File: config.mk
export PLATFORM = sky130hd
export DESIGN_NAME = bitblade_shift_accum
export DESIGN_NICKNAME = d
export VERILOG_FILES = /design/src/rtl/bitblade_pkg.sv /design/src/rtl/bitblade_shift_tree.sv /design/src/rtl/bitblade_shift_accum.sv
export SDC_FILE = /design/constraint.sdc
export NUM_CORES = 1
export LEC_CHECK = 0
export CAP_MARGIN = 25
export CELL_PAD_IN_SITES_DETAIL_PLACEMENT = 1
export CELL_PAD_IN_SITES_GLOBAL_PLACEMENT = 1
export CORE_MARGIN = 4
export CORE_UTILIZATION = 42
export DETAILED_ROUTE_END_ITERATION = 10
export PLACE_DENSITY_LB_ADDON = 0.25
export SYNTH_ARGS = -nofsm -noshare
export SYNTH_HDL_FRONTEND = slang
export SYNTH_SLANG_ARGS = --single-unit
File: constraint.sdc
create_clock -name clk -period 3.03 [get_ports clk]
set_clock_uncertainty 0.1 [all_clocks]
set_input_delay 0.4545 -clock clk [delete_from_list [all_inputs] [get_ports clk]]
set_output_delay 0.4545 -clock clk [all_outputs]
set_load 0.02 [all_outputs]
File: src/rtl/bitblade_pkg.sv
// Shared encodings, widths and types for the BitBlade shift-accumulate slice.
// BITBLADE_ACC_SAT_EN selects a saturating accumulator with an acc_sat flag.
package bitblade_pkg;

    localparam logic [1:0] PREC_2B = 2'd0;
    localparam logic [1:0] PREC_4B = 2'd1;
    localparam logic [1:0] PREC_8B = 2'd2;

    localparam int PP_W    = 6;
    localparam int PSUM_W  = 22;
    localparam int N_BRICK = 16;

    typedef logic signed [PSUM_W-1:0] psum_t;

    typedef struct packed {
        logic  valid;
        logic  last;
        psum_t psum;
    } s1_t;

    // Bit weight of a 2b chunk at position idx inside an operand of precision prec.
    function automatic logic [3:0] chunk_shift(input logic [1:0] prec,
                                               input logic [1:0] idx);
        logic [3:0] sh;
        unique case (1'b1)
            (prec == PREC_2B):                  sh = 4'd0;
            (prec == PREC_4B):                  sh = {2'b00, idx[0], 1'b0};
            (prec == PREC_8B), (prec == 2'b11): sh = {1'b0, idx, 1'b0};
            default:                            sh = 4'd0;
        endcase
        return sh;
    endfunction

endpackage

File: src/rtl/bitblade_shift_tree.sv
// Combinational shift of 16 BitBrick products by chunk weight
// followed by a balanced 16:1 adder tree producing the 22b partial sum.
module bitblade_shift_tree
    import bitblade_pkg::*;
(
    input  logic [N_BRICK*PP_W-1:0] pp_flat,
    input  logic [1:0]              prec_x,
    input  logic [1:0]              prec_y,
    output psum_t                   psum
);

    psum_t term [N_BRICK];
    psum_t l1   [8];
    psum_t l2   [4];
    psum_t l3   [2];

    always_comb begin
        logic [3:0] sh;
        for (int k = 0; k < N_BRICK; k++) begin
            sh      = chunk_shift(prec_x, 2'(k / 4))
                    + chunk_shift(prec_y, 2'(k % 4));
            term[k] = psum_t'($signed(pp_flat[k*PP_W +: PP_W])) <<< sh;
        end
        for (int k = 0; k < 8; k++) l1[k] = term[2*k] + term[2*k+1];
        for (int k = 0; k < 4; k++) l2[k] = l1[2*k] + l1[2*k+1];
        for (int k = 0; k < 2; k++) l3[k] = l2[2*k] + l2[2*k+1];
        psum = l3[0] + l3[1];
    end

endmodule

File: src/rtl/bitblade_shift_accum.sv
// BitBlade PE back end: registered partial sum, accumulator and result handshake.
// Define BITBLADE_ACC_SAT_EN for a saturating accumulator and the acc_sat output.
module bitblade_shift_accum
    import bitblade_pkg::*;
#(
    parameter int ACC_W = 32
) (
    input  logic                    clk,
    input  logic                    rst_n,
    input  logic [N_BRICK*PP_W-1:0] pp_flat,
    input  logic [1:0]              prec_x,
    input  logic [1:0]              prec_y,
    input  logic                    in_valid,
    input  logic                    in_last,
    output logic                    in_ready,
    output logic signed [ACC_W-1:0] acc_out,
    output logic                    out_valid,
    input  logic                    out_ready
`ifdef BITBLADE_ACC_SAT_EN
    ,
    output logic                    acc_sat
`endif
);

    psum_t                   psum_w;
    psum_t                   s1_psum;
    s1_t                     s1_q, s1_d;
    logic signed [ACC_W-1:0] acc_q, acc_d;
    logic signed [ACC_W-1:0] res_q, res_d;
    logic signed [ACC_W-1:0] acc_ext;
    logic signed [ACC_W-1:0] acc_sum;
    logic                    ov_q, ov_d;
    logic                    stall;
    logic                    adv;

    bitblade_shift_tree u_tree (
        .pp_flat (pp_flat),
        .prec_x  (prec_x),
        .prec_y  (prec_y),
        .psum    (psum_w)
    );

    // Only a finished result waiting on a busy consumer can block stage 1.
    assign stall    = s1_q.valid & s1_q.last & ov_q & ~out_ready;
    assign in_ready = ~s1_q.valid | ~stall;
    assign adv      = s1_q.valid & ~stall;

    assign s1_psum  = s1_q.psum;
    assign acc_ext  = ACC_W'(s1_psum);

`ifdef BITBLADE_ACC_SAT_EN
    localparam logic signed [ACC_W-1:0] ACC_MAX = {1'b0, {(ACC_W-1){1'b1}}};
    localparam logic signed [ACC_W-1:0] ACC_MIN = {1'b1, {(ACC_W-1){1'b0}}};

    logic [ACC_W:0] wide;
    logic           ovf;
    logic           sat_acc_q, sat_acc_d;
    logic           sat_q, sat_d;
    logic           sat_now;

    assign wide    = {acc_q[ACC_W-1], acc_q} + {acc_ext[ACC_W-1], acc_ext};
    assign ovf     = wide[ACC_W] ^ wide[ACC_W-1];
    assign acc_sum = ovf ? (wide[ACC_W] ? ACC_MIN : ACC_MAX)
                         : wide[ACC_W-1:0];
    assign sat_now = sat_acc_q | ovf;
    assign acc_sat = sat_q;
`else
    assign acc_sum = acc_q + acc_ext;
`endif

    always_comb begin
        s1_d  = s1_q;
        acc_d = acc_q;
        res_d = res_q;
        ov_d  = ov_q;
`ifdef BITBLADE_ACC_SAT_EN
        sat_acc_d = sat_acc_q;
        sat_d     = sat_q;
`endif
        if (ov_q & out_ready) ov_d = 1'b0;
        if (adv) begin
            if (s1_q.last) begin
                res_d = acc_sum;
                ov_d  = 1'b1;
                acc_d = '0;
`ifdef BITBLADE_ACC_SAT_EN
                sat_d     = sat_now;
                sat_acc_d = 1'b0;
`endif
            end else begin
                acc_d = acc_sum;
`ifdef BITBLADE_ACC_SAT_EN
                sat_acc_d = sat_now;
`endif
            end
        end
        if (in_ready) begin
            s1_d.valid = in_valid;
            s1_d.last  = in_valid & in_last;
            if (in_valid) s1_d.psum = psum_w;
        end
    end

    always_ff @(posedge clk or negedge rst_n) begin
        if (!rst_n) begin
            s1_q  <= '0;
            acc_q <= '0;
            res_q <= '0;
            ov_q  <= 1'b0;
`ifdef BITBLADE_ACC_SAT_EN
            sat_acc_q <= 1'b0;
            sat_q     <= 1'b0;
`endif
        end else begin
            s1_q  <= s1_d;
            acc_q <= acc_d;
            res_q <= res_d;
            ov_q  <= ov_d;
`ifdef BITBLADE_ACC_SAT_EN
            sat_acc_q <= sat_acc_d;
            sat_q     <= sat_d;
`endif
        end
    end

    assign acc_out   = res_q;
    assign out_valid = ov_q;

endmodule

Word level (Yosys, flattened, before mapping):

Cells that the tools add are included.

* register bits after elaboration: 89
* output and inout bits: 34

* add/subtract/negate cells: 25
* equal/unequal tests: 6
* shift operators: 15
* mux-type cells: 10
* bitwise gates (word level): 10
* reduce and logical (&&, ||, !) cells: 6

Operators by type and width (number)
* 22-bit adder: 14
* 6-bit by 4-bit <<< shifter with 22-bit output: 8
* 6-bit by 3-bit <<< shifter with 22-bit output: 5
* 6-bit by 2-bit <<< shifter with 22-bit output: 2
* 32-bit by 22-bit adder with 32-bit output: 1
* 32-bit two-way mux: 1
* 6-bit by 22-bit adder with 22-bit output: 1
* 3-bit by 3-bit adder with 4-bit output: 4
* 3-bit one-hot mux with 2 select lines: 2
* 2-bit by 3-bit adder with 4-bit output: 2
* 3-bit by 2-bit adder with 4-bit output: 2
* 2-bit == test, second input constant: 4
* 1-bit AND: 6
* 3-bit two-way mux: 2
* 3-bit OR reduction: 2
* 2-bit by 1-bit == test with 1-bit output, second input constant: 2
* 2-bit two-way mux: 2
* 2-bit AND reduction: 2
* 2-bit OR reduction: 2
* 2-bit by 2-bit adder with 3-bit output: 1
* 1-bit two-way mux: 3
* 1-bit inverter: 3
* 1-bit OR: 1

Depth between registers and ports, before layout:

Gate-level depths: netlist (run 1).

* word-level depth: 9
* gate-level depth with buffers: 34
* mapped depth without buffers: 30

By module:

Synthesis (run 1) repeated with hierarchy kept, for this count alone.

* cells, all modules: 1636
* area, all modules: 15043.2 sq um

Modules (own cells, without submodules)
* bitblade_shift_tree: times used 1, cells each 1123, area each 9885.7 sq um, seq. area each 0.0 sq um
* bitblade_shift_accum: times used 1, cells each 513, area each 5157.4 sq um, seq. area each 2227.1 sq um

Worst setup path after synthesis (run 1):

Ideal clock, no wire load.

* kind: input port to flip-flop
* start: input prec_y[0]
* end: register s1_q (netlist bit s1_psum[20])
* data arrival time: 7826 ps
* path slack: -4965 ps
* cell stages on the path: 31
* path buffers: 6
* cell sequence: clkbuf_1 nor2_1 inv_1 buf_1 buf_1 ha_1 clkbuf_1 clkbuf_1 buf_1 nand2_1 o22ai_1 fa_1 fa_1 inv_1 fa_1 inv_1 fa_1 fa_1 inv_1 fa_1 inv_1 ha_1 nor2b_1 o21ai_1 a21boi_0 o31a_1 o211ai_1 a21o_1 a311oi_1 or4_1 nand3_1

* word-level cells in the longest chain between the ends: 9

RTL lines
* from (decl): line bitblade_shift_accum.sv:12 `input logic [1:0] prec_y,`
* 2-bit == test or 2-bit by 1-bit == test with 1-bit output (tied branches)
* 2-bit OR reduction or 3-bit OR reduction (tied branches)
* 3-bit one-hot mux with 2 select lines (tied with other cells): line bitblade_pkg.sv:25 `unique case (1'b1)`
* 2-bit by 3-bit adder with 4-bit output (tied with other cells): line bitblade_shift_tree.sv:21 `+ chunk_shift(prec_y, 2'(k % 4));`
* 6-bit by 4-bit <<< shifter with 22-bit output or 6-bit by 3-bit <<< shifter with 22-bit output (tied branches): line bitblade_shift_tree.sv:22 `term[k] = psum_t'($signed(pp_flat[k*PP_W +: PP_W])) <<< sh;`
* 22-bit adder: line bitblade_shift_tree.sv:24 `for (int k = 0; k < 8; k++) l1[k] = term[2*k] + term[2*k+1];`
* 22-bit adder: line bitblade_shift_tree.sv:25 `for (int k = 0; k < 4; k++) l2[k] = l1[2*k] + l1[2*k+1];`
* 22-bit adder: line bitblade_shift_tree.sv:26 `for (int k = 0; k < 2; k++) l3[k] = l2[2*k] + l2[2*k+1];`
* 22-bit adder *: line bitblade_shift_tree.sv:27 `psum = l3[0] + l3[1];`
* to (signal assigned): line bitblade_shift_accum.sv:106 `s1_q <= '0;`
* to (signal assigned): line bitblade_shift_accum.sv:115 `s1_q <= s1_d;`
* to (decl): line bitblade_shift_accum.sv:27 `s1_t s1_q, s1_d;`

Every way passes the cells marked *; elsewhere a longest branch is shown, timed or not.
A chain may end at the register's enable or synchronous reset.

Worst setup path in the final report (run 1):

* start: input prec_y[1]
* end: register s1_q (netlist bit s1_psum[15])

The elaborated chain is that of the path after synthesis.

==> results of run 1 <==
==> worst max path at each step <==
stage                        to
finish              s1_psum[15]
global placement    s1_psum[20]
floorplan           s1_psum[20]
global route        s1_psum[15]
detailed placement  s1_psum[20]
CTS                 s1_psum[20]
==> state kept, by name, summed over array words and instances (netlist names) <==
register   count
acc_q         32
acc_out       32
s1_psum       22
s1_q           2
out_valid      1
==> metrics by stage <==
stage	utilization	std cells	setup slack (ns)
detailed placement	0.555	2434	-4.91
floorplan	-	1601	-4.04
CTS	0.585	2477	-3.90
global route	0.610	2505	-4.23
finish	0.610	2505	-3.99
global placement	0.555	2434	-4.65
==> what timing repair did <==
item,CTS,global route
cloned,1,2
gates resized for setup,129,127
pin swaps,59,74
setup endpoints to repair,32,38
hold buffers,0,0
buffers inserted,32,28
==> cell usage after synthesis, types with 7 or more instances <==
cell,n
a21oi_1,101
and3_1,11
a31oi_1,34
a22o_1,25
mux2i_1,25
nor3_1,17
a211oi_1,7
and2_1,16
a21o_1,21
o22ai_1,9
nand2b_1,27
xnor2_1,39
ha_1,64
buf_1,10
clkbuf_1,57
or2_2,14
nand3_1,27
o31ai_1,11
dfrtp_1,89
o21ai_0,55
nor2b_1,27
nor2_1,73
nand2_1,235
mux2_2,16
inv_1,236
fa_1,257
xor2_1,12
==> logic make-up after synthesis <==
| group | Yosys count |
|---|---|
| xor gates and xnor gates | 51 |
| adders and majority gates | 321 |
| and+or+nand+nor | 467 |
| muxes | 43 |
| buffers and inverters | 303 |
| DFF | 89 |
| AOI/OAI and AO/OA | 327 |
==> final cells by class <==
class                      count  area share
sequential                    89       0.108
multi-input combinational   1209       0.593
clock buffer                   9      0.0109
inverter                     236      0.0433
clock inverter                 7     0.00578
tap                          448      0.0272
timing repair buffer         507       0.211
==> layer usage <==
layer / vias up / share of wire / global-route usage
met4: 2 / 0.032 / 0.0695
met5: - / 0.0016 / 0.0192
met3: 127 / 0.057 / 0.0536
met1: 7194 / 0.42 / 0.409
li1: 6126 / - / -
met2: 457 / 0.49 / 0.488
==> key figures, run 1 <==
Timing
  – Count of final hold-check violations: 0
  – Relative slew margins: 0.324
  – Period utilisation layout: 2.32
  – Worst-Margin Slew: 1.01 ns
  – Fmax: 142 MHz
  – Post-layout min period: 7.02 ns
  – RSZ-0062 raised after global routing: true
  – Final Setup Violations: 24
  – Setup WS post-layout: -3.99 ns
  – TNS Setup: -70.31 ns
  – Hold slack: 0.000988 ns
  – Max Slew Vio Count: 0

Worst setup path
  – Worst EP required: 3.12 ns
  – CP delay by family, top: adder cells
  – WP buf/inv: 7
  – R2r setup slk: -0.15 ns
  – Startpoint Class: primary input
  – Slowest CP cell: fa_1
  – FF-to-FF End: acc_out[30]
  – Critical path class: primary input to register
  – WP depth: 28
  – Arrival time worst endpoint: 7.11 ns
  – Most common cell on crit path: fa_1
  – Critical R2R Launch: s1_psum[0]
  – Max FO, Critical Path: 8
  – CP peak stage delay: 0.63 ns
  – Crit path capture type: register
  – Critical path launch point: prec_y[1]
  – Reg2Reg Depth: 11

Final layout
  – Area occupied by multi-input gates: 12,200 um^2
  – Design area: 20,600 um^2
  – Reg area: 2230 um^2
  – Commonest non-fill, non-tap cell in the layout: buf_4
  – Final net count: 2,478
  – Number of diodes: 0
  – Area grow syn2layout: 42.3%
  – Fillers: 3,790
  – Commonest cells after routing, fill and taps aside: 343 x buf_4, 245 x fa_1, 225 x nand2_1, 213 x inv_1, 132 x clkdlybuf4s50_1
  – Layout cell share with drive strength beyond 1: 0.292

Detailed routing
  – Vias per cell: 5.55
  – WL/cell: 24.0 um
  – Via count: 13,906
  – DRC Markers: 0
  – WL final: 60,000 um
  – TritonRoute pass-1 iters: 5
  – Final ANT Viol Nets: 0
  – First DRT Iteration DRCs: 857

Placement
  – HPWL Detailed: 46,200 um
  – Port bufs: 138
  – Final Wtd Congestion: 1.00
  – Placed instance area: 18,700 um^2

GRT
  – First-pass GRT wire length: 87,200 um
  – Initial antenna violation count: 0
  – Largest net degree at the start of global routing: 43
  – Total gr overflow: 0
  – Total track usage: 0.296
  – Vias in the first global route: 15,217

Floorplanning
  – I/O Pins: 139
  – Die height: 194 um
  – CORE AREA: 33,700 um^2
  – Full die area: 37,400 um^2
  – Row count: 67
  – Die X: 194 um
  – Initial Util: 0.429

Logic synthesis
  – Synth Register Bits: 89
  – Top_reg_cell synth: dfrtp_1
  – Cell accounting for the most synthesized area: fa_1
  – Synth Instances: 1,601
  – Syn Nets: 2,027
  – Post-synthesis compound-gate area fraction: 0.146
  – Xor and xnor fraction of the mapped netlist area: 0.0309
  – Synthesized-area fraction occupied by adder cells: 0.411
  – Mapped Area: 14,500 um^2
  – Fraction of registers with async set/reset: 1.00
  – EDFF count, synth: 0
  – Syn avg cell area: 9.03 um^2
  – Yosys Warn Count: 0
  – Simple-gate area share of the yosys netlist: 0.146
  – Synth area leaders: fa_1 36%, dfrtp_1 15%, inv_1 6.1%
  – Multiplexer share of the synthesized area: 0.0321
  – Sequential fraction of the synthesis area: 0.154
  – Distinct cells, synth: 63
  – Main combinational cell family by area after synthesis: adder cells
  – Yosys top cell area share: 0.356

Min path
  – HP Class: primary input to async pin

Clocking
  – Total CTS buffers: 9
  – CTS tree: yes
  – Register clock-pin slew on the reported worst setup and hold paths: 0.07 ns
  – Clk buf depth: 2
  – Skew-Pair Late Insertion Delay: 0.35 ns
  – # H-tree levels: 3
  – Clk sinks: 89
  – CTS Root Cell: clkbuf_16

Run status
  – Status: complete, but fails checks
  – Violated checks: negative setup slack

Job
  – MaxCap Viol Count: 0
Power of run 1 is left out: the tool's default activity adds up to more than one toggle a clock period on the data nets, which glitch-free logic cannot reach.
==> run 2, diff against run 1 <==
CORE_ASPECT_RATIO = 0.75   (was unset)
clock period = 6.35 ns   (was 3.03 ns; I/O delays follow)
==> key figures, run 2 (same netlist as run 1, synthesis figures left out) <==
Run status
  – Status: complete, but fails checks
  – Violated checks: negative setup slack

Timing
  – Period utilisation layout: 1.20
  – Relative slew margins: 0.328
  – RSZ-0062 raised after global routing: true
  – Count of final hold-check violations: 0
  – Setup WS post-layout: -1.25 ns
  – Worst-Margin Slew: 1.01 ns
  – Fmax: 132 MHz
  – Max Slew Vio Count: 0
  – Post-layout min period: 7.60 ns
  – Hold slack: 0.377 ns
  – Final Setup Violations: 18
  – TNS Setup: -15.18 ns

Detailed routing
  – First DRT Iteration DRCs: 905
  – DRC Markers: 0
  – Via count: 13,371
  – WL final: 56,500 um
  – TritonRoute pass-1 iters: 5
  – Vias per cell: 5.44
  – Final ANT Viol Nets: 0
  – WL/cell: 23.0 um

Floorplanning
  – Die X: 222 um
  – Row count: 58
  – Die height: 169 um
  – Initial Util: 0.428
  – Full die area: 37,500 um^2
  – CORE AREA: 33,700 um^2
  – I/O Pins: 139

Worst setup path
  – FF-to-FF End: acc_q[31]
  – Critical path launch point: prec_x[1]
  – CP peak stage delay: 0.59 ns
  – WP depth: 27
  – Most common cell on crit path: fa_1
  – Critical R2R Launch: s1_psum[21]
  – WP buf/inv: 7
  – Max FO, Critical Path: 4
  – Arrival time worst endpoint: 7.79 ns
  – Worst EP required: 6.54 ns
  – CP Capture Point: s1_psum[20]
  – Crit path capture type: register
  – Startpoint Class: primary input
  – Critical path class: primary input to register
  – R2r setup slk: 2.81 ns
  – Reg2Reg Depth: 10
  – Slowest CP cell: fa_1
  – CP delay by family, top: adder cells

Final layout
  – Layout cell share with drive strength beyond 1: 0.245
  – Number of diodes: 0
  – Commonest cells after routing, fill and taps aside: 285 x buf_4, 249 x fa_1, 227 x nand2_1, 217 x inv_1, 133 x clkdlybuf4s50_1
  – Commonest non-fill, non-tap cell in the layout: buf_4
  – Fin util: 0.582
  – Design area: 19,700 um^2
  – Area grow syn2layout: 36.0%
  – Final net count: 2,428

Min path
  – HP Class: register to register

Placement
  – Final Wtd Congestion: 0.965
  – Port bufs: 138
  – Placed instance area: 18,400 um^2
  – HPWL Detailed: 46,200 um

GRT
  – Vias in the first global route: 14,541
  – Total track usage: 0.299
  – Largest net degree at the start of global routing: 68
  – First-pass GRT wire length: 86,300 um
  – Total gr overflow: 0
  – Initial antenna violation count: 0

Clocking
  – CTS Hold Bufs: 0
  – CTS Root Cell: clkbuf_16
  – # H-tree levels: 3
  – Skew-Pair Late Insertion Delay: 0.36 ns
  – Clk buf depth: 2
  – Total CTS buffers: 9
  – CTS tree: yes
  – Register clock-pin slew on the reported worst setup and hold paths: 0.07 ns
  – Clk sinks: 89

Job
  – MaxCap Viol Count: 0
-- run 2: changes by cell type in the layout (fill, tap and decap cells not counted), sizes merged --
| cell | change |
|---|---|
| dlymetal6s2s | -1 |
| clkdlybuf4s50 | +1 |
| buf | -48 |
| clkinv | +2 |
| bufinv | -3 |
| clkinvlp | -2 |
-- run 2: area by class of cell --
type | instances | area [um^2]
Clock buffer | 11 | 243
Clock inverter | 4 | 20.0
Fill cell | 3851 | 14100
Inverter | 236 | 901
Multi-Input combinational cell | 1209 | 11700
Sequential cell | 89 | 2230
Tap cell | 450 | 563
Timing Repair Buffer | 457 | 3970
-- run 2: metrics by stage --
step	instances	setup WS, ns
final	2456	-1.25
after floorplan	1601	-1.22
after CTS	2440	-1.16
after global placement	2397	-2.05
after detailed placement	2397	-2.15
after global routing	2456	-1.46
-- run 2: repair_timing --
item | CTS | global route
setup endpoints to repair | 19 | 19
cloned | 0 | 0
resized for setup | 121 | 80
pin swaps | 39 | 59
endpoints found under the hold margin | 0 | 0
setup buffers | 28 | 29
-- run 2: worst register-to-register path: stages (launching register included) --
cell	delay [ns]
dfrtp_1	0.71
ha_1	0.40
and3_1	0.25
a221o_1	0.36
a31oi_1	0.23
a21oi_1	0.13
a311oi_1	0.43
o41ai_1	0.18
xor2_1	0.38
nand3_1	0.15
o311ai_0	0.12
-- run 2: routing by layer --
layer / wire [um] / track usage / vias up
met1: 26000 / 0.453 / 6894
met2: 24900 / 0.448 / 410
met5: 0 / 0 / -
met4: 542 / 0.0205 / 0
met3: 5040 / 0.0870 / 43
li1: - / - / 6024
-- run 2: how the worst min path moves through the flow --
stage	end	cells after the start	startpoint
after CTS	acc_out[7]	2	acc_out[7]
after floorplan	acc_q[0]	2	acc_q[0]
final	acc_out[7]	2	acc_out[7]
after global routing	acc_q[21]	1	rst_n
after detailed placement	acc_out[7]	2	acc_out[7]
after global placement	acc_out[29]	2	acc_out[29]
Power of run 2 is left out for the same reason.
==> run 3, diff against run 2 <==
CTS_CLUSTER_DIAMETER = 80   (was unset)
CTS_CLUSTER_SIZE = 10   (was unset)
==> results of run 3 <==
Same layout as run 2: the final DEF is identical, and so are final timing and power.
Power of run 3 is left out for the same reason.
